===== src/rtl/selen_bus_pkg.sv =====
// Shared definitions for the two-master bus arbiter: FSM encoding, owner IDs and
// the default bus-error timeout.
package selen_bus_pkg;

    typedef enum logic [1:0] {
        StIdle = 2'd0,
        StOwnI = 2'd1,
        StOwnD = 2'd2,
        StErr  = 2'd3
    } arb_state_e;

    typedef enum logic {
        OwnerInstr = 1'b0,
        OwnerData  = 1'b1
    } owner_e;

    localparam int unsigned TIMEOUT_DEFAULT = 16;

endpackage


===== src/rtl/bus_timeout.sv =====
// Watchdog counter for an outstanding memory strobe; flags expiry once TIMEOUT-1
// unacknowledged strobe cycles have been counted.
module bus_timeout
    import selen_bus_pkg::*;
#(
    parameter int unsigned TIMEOUT = TIMEOUT_DEFAULT
) (
    input  logic clk,
    input  logic rst_n,
    input  logic i_clear,
    input  logic i_count,
    output logic o_expired
);

    logic [7:0] r_cnt;

    always_ff @(posedge clk or negedge rst_n) begin
        if (!rst_n) begin
            r_cnt <= 8'd0;
        end else if (i_clear) begin
            r_cnt <= 8'd0;
        end else if (i_count) begin
            r_cnt <= r_cnt + 8'd1;
        end
    end

    assign o_expired = (r_cnt == 8'(TIMEOUT - 1));

endmodule


===== src/rtl/bus_arbiter.sv =====
// Two-master (instruction fetch / data) arbiter onto one memory port, with cycle
// locking, alternating tie-break and a strobe timeout that raises a bus error.
module bus_arbiter
    import selen_bus_pkg::*;
#(
    parameter int unsigned TIMEOUT = TIMEOUT_DEFAULT
) (
    input  logic        clk,
    input  logic        rst_n,
    input  logic        i_cyc,
    input  logic        i_stb,
    input  logic [31:0] i_adr,
    output logic [31:0] i_dat,
    output logic        i_ack,
    output logic        i_err,
    input  logic        d_cyc,
    input  logic        d_stb,
    input  logic        d_we,
    input  logic [3:0]  d_sel,
    input  logic [31:0] d_adr,
    input  logic [31:0] d_dat_w,
    output logic [31:0] d_dat_r,
    output logic        d_ack,
    output logic        d_err,
    output logic        m_cyc,
    output logic        m_stb,
    output logic        m_we,
    output logic [3:0]  m_sel,
    output logic [31:0] m_adr,
    output logic [31:0] m_dat_w,
    input  logic [31:0] m_dat_r,
    input  logic        m_ack,
    output logic [1:0]  grant
);

    arb_state_e r_state, w_state_nxt;
    owner_e     r_last_owner, w_last_nxt;
    logic       w_own, w_expired, w_tmr_clear, w_tmr_count;

    always_ff @(posedge clk or negedge rst_n) begin
        if (!rst_n) begin
            r_state      <= StIdle;
            r_last_owner <= OwnerData;
        end else begin
            r_state      <= w_state_nxt;
            r_last_owner <= w_last_nxt;
        end
    end

    // Counter is held clear outside ownership, so every OWN_x entry starts from zero.
    assign w_own       = (r_state == StOwnI) || (r_state == StOwnD);
    assign w_tmr_clear = !w_own || m_ack;
    assign w_tmr_count = m_stb && !m_ack;

    bus_timeout #(
        .TIMEOUT(TIMEOUT)
    ) u_timeout (
        .clk      (clk),
        .rst_n    (rst_n),
        .i_clear  (w_tmr_clear),
        .i_count  (w_tmr_count),
        .o_expired(w_expired)
    );

    always_comb begin
        w_state_nxt = r_state;
        w_last_nxt  = r_last_owner;
        m_cyc       = 1'b0;
        m_stb       = 1'b0;
        m_we        = 1'b0;
        m_sel       = 4'b0000;
        m_adr       = 32'd0;
        m_dat_w     = 32'd0;
        i_dat       = 32'd0;
        i_ack       = 1'b0;
        i_err       = 1'b0;
        d_dat_r     = 32'd0;
        d_ack       = 1'b0;
        d_err       = 1'b0;
        grant       = 2'b00;

        unique case (r_state)
            StIdle: begin
                if (i_cyc && d_cyc) begin
                    w_state_nxt = (r_last_owner == OwnerData) ? StOwnI : StOwnD;
                end else if (i_cyc) begin
                    w_state_nxt = StOwnI;
                end else if (d_cyc) begin
                    w_state_nxt = StOwnD;
                end
            end
            StOwnI: begin
                grant = 2'b01;
                m_cyc = i_cyc;
                m_stb = i_stb;
                m_sel = 4'b1111;
                m_adr = i_adr;
                i_ack = m_ack;
                i_dat = m_dat_r;
                // Release takes priority over a coincident timeout.
                if (!i_cyc) begin
                    w_state_nxt = StIdle;
                    w_last_nxt  = OwnerInstr;
                end else if (w_expired && !m_ack) begin
                    w_state_nxt = StErr;
                    w_last_nxt  = OwnerInstr;
                end
            end
            StOwnD: begin
                grant   = 2'b10;
                m_cyc   = d_cyc;
                m_stb   = d_stb;
                m_we    = d_we;
                m_sel   = d_sel;
                m_adr   = d_adr;
                m_dat_w = d_dat_w;
                d_ack   = m_ack;
                d_dat_r = m_dat_r;
                if (!d_cyc) begin
                    w_state_nxt = StIdle;
                    w_last_nxt  = OwnerData;
                end else if (w_expired && !m_ack) begin
                    w_state_nxt = StErr;
                    w_last_nxt  = OwnerData;
                end
            end
            StErr: begin
                // last_owner already names the master that timed out.
                i_err       = (r_last_owner == OwnerInstr);
                d_err       = (r_last_owner == OwnerData);
                w_state_nxt = StIdle;
            end
        endcase
    end

endmodule


===== config.mk =====
export PLATFORM = sky130hd
export DESIGN_NAME = bus_arbiter
export DESIGN_NICKNAME = d
export VERILOG_FILES = /design/src/rtl/selen_bus_pkg.sv /design/src/rtl/bus_timeout.sv /design/src/rtl/bus_arbiter.sv
export SDC_FILE = /design/constraint.sdc
export NUM_CORES = 1
export LEC_CHECK = 0
export CORE_AREA = 2 2 110 112
export CTS_CLUSTER_SIZE = 20
export DETAILED_ROUTE_END_ITERATION = 16
export DIE_AREA = 0 0 112 114
export DONT_BUFFER_PORTS = 1
export SYNTH_ARGS = -nofsm -noshare
export SYNTH_HDL_FRONTEND = slang
export SYNTH_SLANG_ARGS = --single-unit

===== constraint.sdc =====
create_clock -name clk -period 1.8 [get_ports clk]
set_input_delay 0.09 -clock clk [delete_from_list [all_inputs] [get_ports clk]]
set_output_delay 0.09 -clock clk [all_outputs]
set_load 0.01 [all_outputs]

==> flow_summary.json <==
{
  "status": "finished, final reports clean",
  "ys_ff_latch": 11,
  "hp-class": "in -> reg",
  "synth.distinct_cells": 37,
  "netlist_area_mm2": 0.001893,
  "grt_setup_unrepaired": "no",
  "start_util_pct": 16.16,
  "initialDrtViolationCount": 173,
  "cts_root_buf": "clkbuf_16",
  "dp_hpwl_um": 7197,
  "drt_wl_total_um": 9469,
  "grt_pass1_vias": 1838,
  "ios": 281,
  "synth_top_cell_by_area": "and2_1",
  "clk_pin_slew_ns": 0.05,
  "place_inst": 422,
  "final_cells": 433,
  "grtUsageTotal_pct": 12.68,
  "utilization_pct": 21.00,
  "cts_tree": "yes",
  "dieArea_mm2": 0.01277,
  "rows": 40,
  "synth_edf_count": 0,
  "fillCellCount": 1314,
  "n_antenna_cell": 0,
  "p_leak_nw": 0.9463,
  "worstSetupPathType": "reg -> out",
  "dr_total_vias": 2157,
  "hold_ws_ns": 0.003674,
  "slew_viol_final": 0,
  "cp.required_ns": 1.71,
  "critical_path.slowest_cell": "dfrtp_2",
  "ir_worst_vdd_mv": 1.440,
  "hold_violations": 0,
  "critPathBufInv": 3,
  "arrival_ns": 1.64,
  "synth_nets": 428,
  "seqCellArea_um2": 277.8,
  "die_w_um": 112,
  "cts_max_level": 1,
  "synthTopCellsByArea": "and2_1, dfrtp_1, a22oi_1",
  "fmax_mhz": 579.2,
  "drtPass1Iterations": 5,
  "period_needed_ns": 1.726,
  "grt_max_degree": 46,
  "fp.dieH_um": 114,
  "synth_top_area_share_pct": 33.05,
  "ys_warn_count": 0,
  "numCtsBuffers": 3,
  "max_slew_margin_pct": 64.23,
  "synth_ff_type": "dfrtp_1",
  "skew_ns": 0.005373,
  "period_share_pct": 95.91,
  "fin_nets": 435,
  "port_buffers": 0,
  "core_mm2": 0.01171,
  "wl_per_cell_um": 21.87,
  "area_growth_pct": 29.94,
  "drc": 0,
  "antenna_found_initial": 0,
  "ys_async_sr_fraction_pct": 100.0,
  "endpoint_kind": "output pin",
  "reg2reg_setup_slack_ns": 0.14,
  "clk_path_buf_depth": 2,
  "tns_ns": 0,
  "placed_cell_area_mm2": 0.002181,
  "gp_congestion": 0.8008,
  "cp_max_fo": 29,
  "routed_via_density": 4.982,
  "multi_input_area_mm2": 0.001563,
  "setup_viol": 0,
  "pwr_density_cell_mw_per_mm2": 1671,
  "clock_latency_ns": 0.24,
  "drtAntennaViolNets": 0,
  "avgSynthCellArea_um2": 6.761,
  "ys_seq_area_share_pct": 14.61,
  "drive_above_1_share_pct": 17.13,
  "grt_pass1_wl_um": 12220,
  "cp_cell_sequence": "inv_2, ha_4, buf_12, a22oi_1, nor2_1, buf_4",
  "grt_overflow": 0,
  "cts_sinks": 11,
  "cp-start-kind": "register",
  "syn_inst": 280,
  "drv.max_cap_violation_count": 0,
  "fin_area_mm2": 0.002460,
  "worst-slew-pin-transition_ns": 0.5347,
  "max_stage_delay_ns": 0.44,
  "crit_family": "buffers and inverters"
}
[Yosys cell counts, types with 2 or more instances]
| library cell | instances |
|---|---|
| or4_1 | 3 |
| nor2_1 | 41 |
| clkbuf_1 | 19 |
| buf_2 | 3 |
| o21a_1 | 2 |
| a211oi_1 | 2 |
| ha_1 | 8 |
| inv_1 | 6 |
| nand2_1 | 4 |
| o21ai_0 | 3 |
| or3_1 | 2 |
| a22oi_1 | 33 |
| nand2b_1 | 2 |
| and2_1 | 100 |
| nor2b_1 | 2 |
| dfrtp_1 | 10 |
| a21oi_1 | 13 |
| buf_1 | 2 |
| nand3_1 | 5 |
| o31ai_1 | 3 |
[flip-flops by register name (all words and copies together), names as in the netlist]
register         cells
r_last_owner         1
u_timeout.r_cnt      8
r_state              2
[metrics by stage]
| stage | power (mW) | setup slack [ns] |
|---|---|---|
| floorplan | 2.315 | 0.1617 |
| finish | 4.109 | 0.07362 |
| global placement | 3.104 | 0.1701 |
| global route | 4.395 | 0.006847 |
| CTS | 4.096 | 0.00006339 |
| detailed placement | 3.148 | 0.09945 |
[cells in the final DEF, fill, tap and decap left out, types with 2 or more instances in the layout]
master / n
and2_1: 100
nor2_1: 36
a22oi_1: 29
buf_4: 18
a21oi_1: 13
dfrtp_1: 9
a22oi_2: 5
nor2_2: 5
nand3_1: 5
ha_1: 5
nand2_1: 4
buf_12: 4
inv_2: 3
inv_1: 3
o21ai_0: 3
o31ai_1: 3
or4_1: 3
ha_4: 3
clkbuf_16: 3
bufbuf_16: 3
nor2b_1: 2
nand2b_1: 2
a211oi_1: 2
o21a_1: 2
or3_1: 2
dlygate4sd3_1: 2
[logic make-up after synthesis]
| group | count (synthesis) | share of synthesized area (%) |
|---|---|---|
| AND/OR/NAND/NOR | 166 | 49.83 |
| XOR/XNOR | 1 | 0.4627 |
| flip-flops | 11 | 14.61 |
| buffers and inverters | 31 | 6.543 |
| adder cells (fa/ha/maj) | 8 | 5.288 |
| AO/OA/AOI/OAI | 63 | 23.26 |
[power breakdown]
part           internal [mW]  switching [mW]  total (mW)
sequential             0.288          0.0395       0.327
clock                  0.295           0.118       0.413
combinational           1.35            2.02        3.37
total                   1.93            2.18        4.11
[worst paths after layout]
kind | end | startpoint | depth (start not counted)
worst min register to register | r_last_owner$_DFFE_PN1P_ | r_last_owner$_DFFE_PN1P_ | 2
worst min-delay path | u_timeout.r_cnt[4]$_DFFE_PN0P_ | m_ack | 2
min in group asynchronous | u_timeout.r_cnt[1]$_DFFE_PN0P_ | rst_n | 1
worst max-delay path | m_adr[19] | r_state[1]$_DFFE_PN0P_ | 6
max in group asynchronous | r_state[1]$_DFFE_PN0P_ | rst_n | 1
worst max register to register | r_state[1]$_DFFE_PN0P_ | r_state[0]$_DFFE_PN0P_ | 5
[cell type report]
cell class	instances	share of cell area, %
clock inverters	1	0.2035
multi-input cells	238	63.53
inverters	6	0.9156
clock buffers	3	3.052
repair buffers	27	13.53
flip-flops and latches	11	11.29
well taps	147	7.477
[worst register-to-register path, stage by stage, from the launching register on]
cell and delay [ns]:
dfrtp_1 0.38, buf_4 0.17, ha_4 0.20, a22oi_1 0.28, and4bb_1 0.26, a221o_1 0.26
[timing repair]
action / 4_1_cts / 5_1_grt
endpoints found under the setup margin: 17 / 24
endpoints found under the hold margin: 12 / 0
hold buffers: 2 / 0
cloned: 3 / 0
gates resized for setup: 7 / 9
buffers inserted: 2 / 0
[routing by layer]
layer,routed length (um),up-vias,track usage [%]
met3,861,4,2.816
li1,-,958,-
met5,0,-,0
met4,55,0,1.789
met1,3879,1055,17.75
met2,4673,140,20.57
Power figures use the tool's default switching activity.
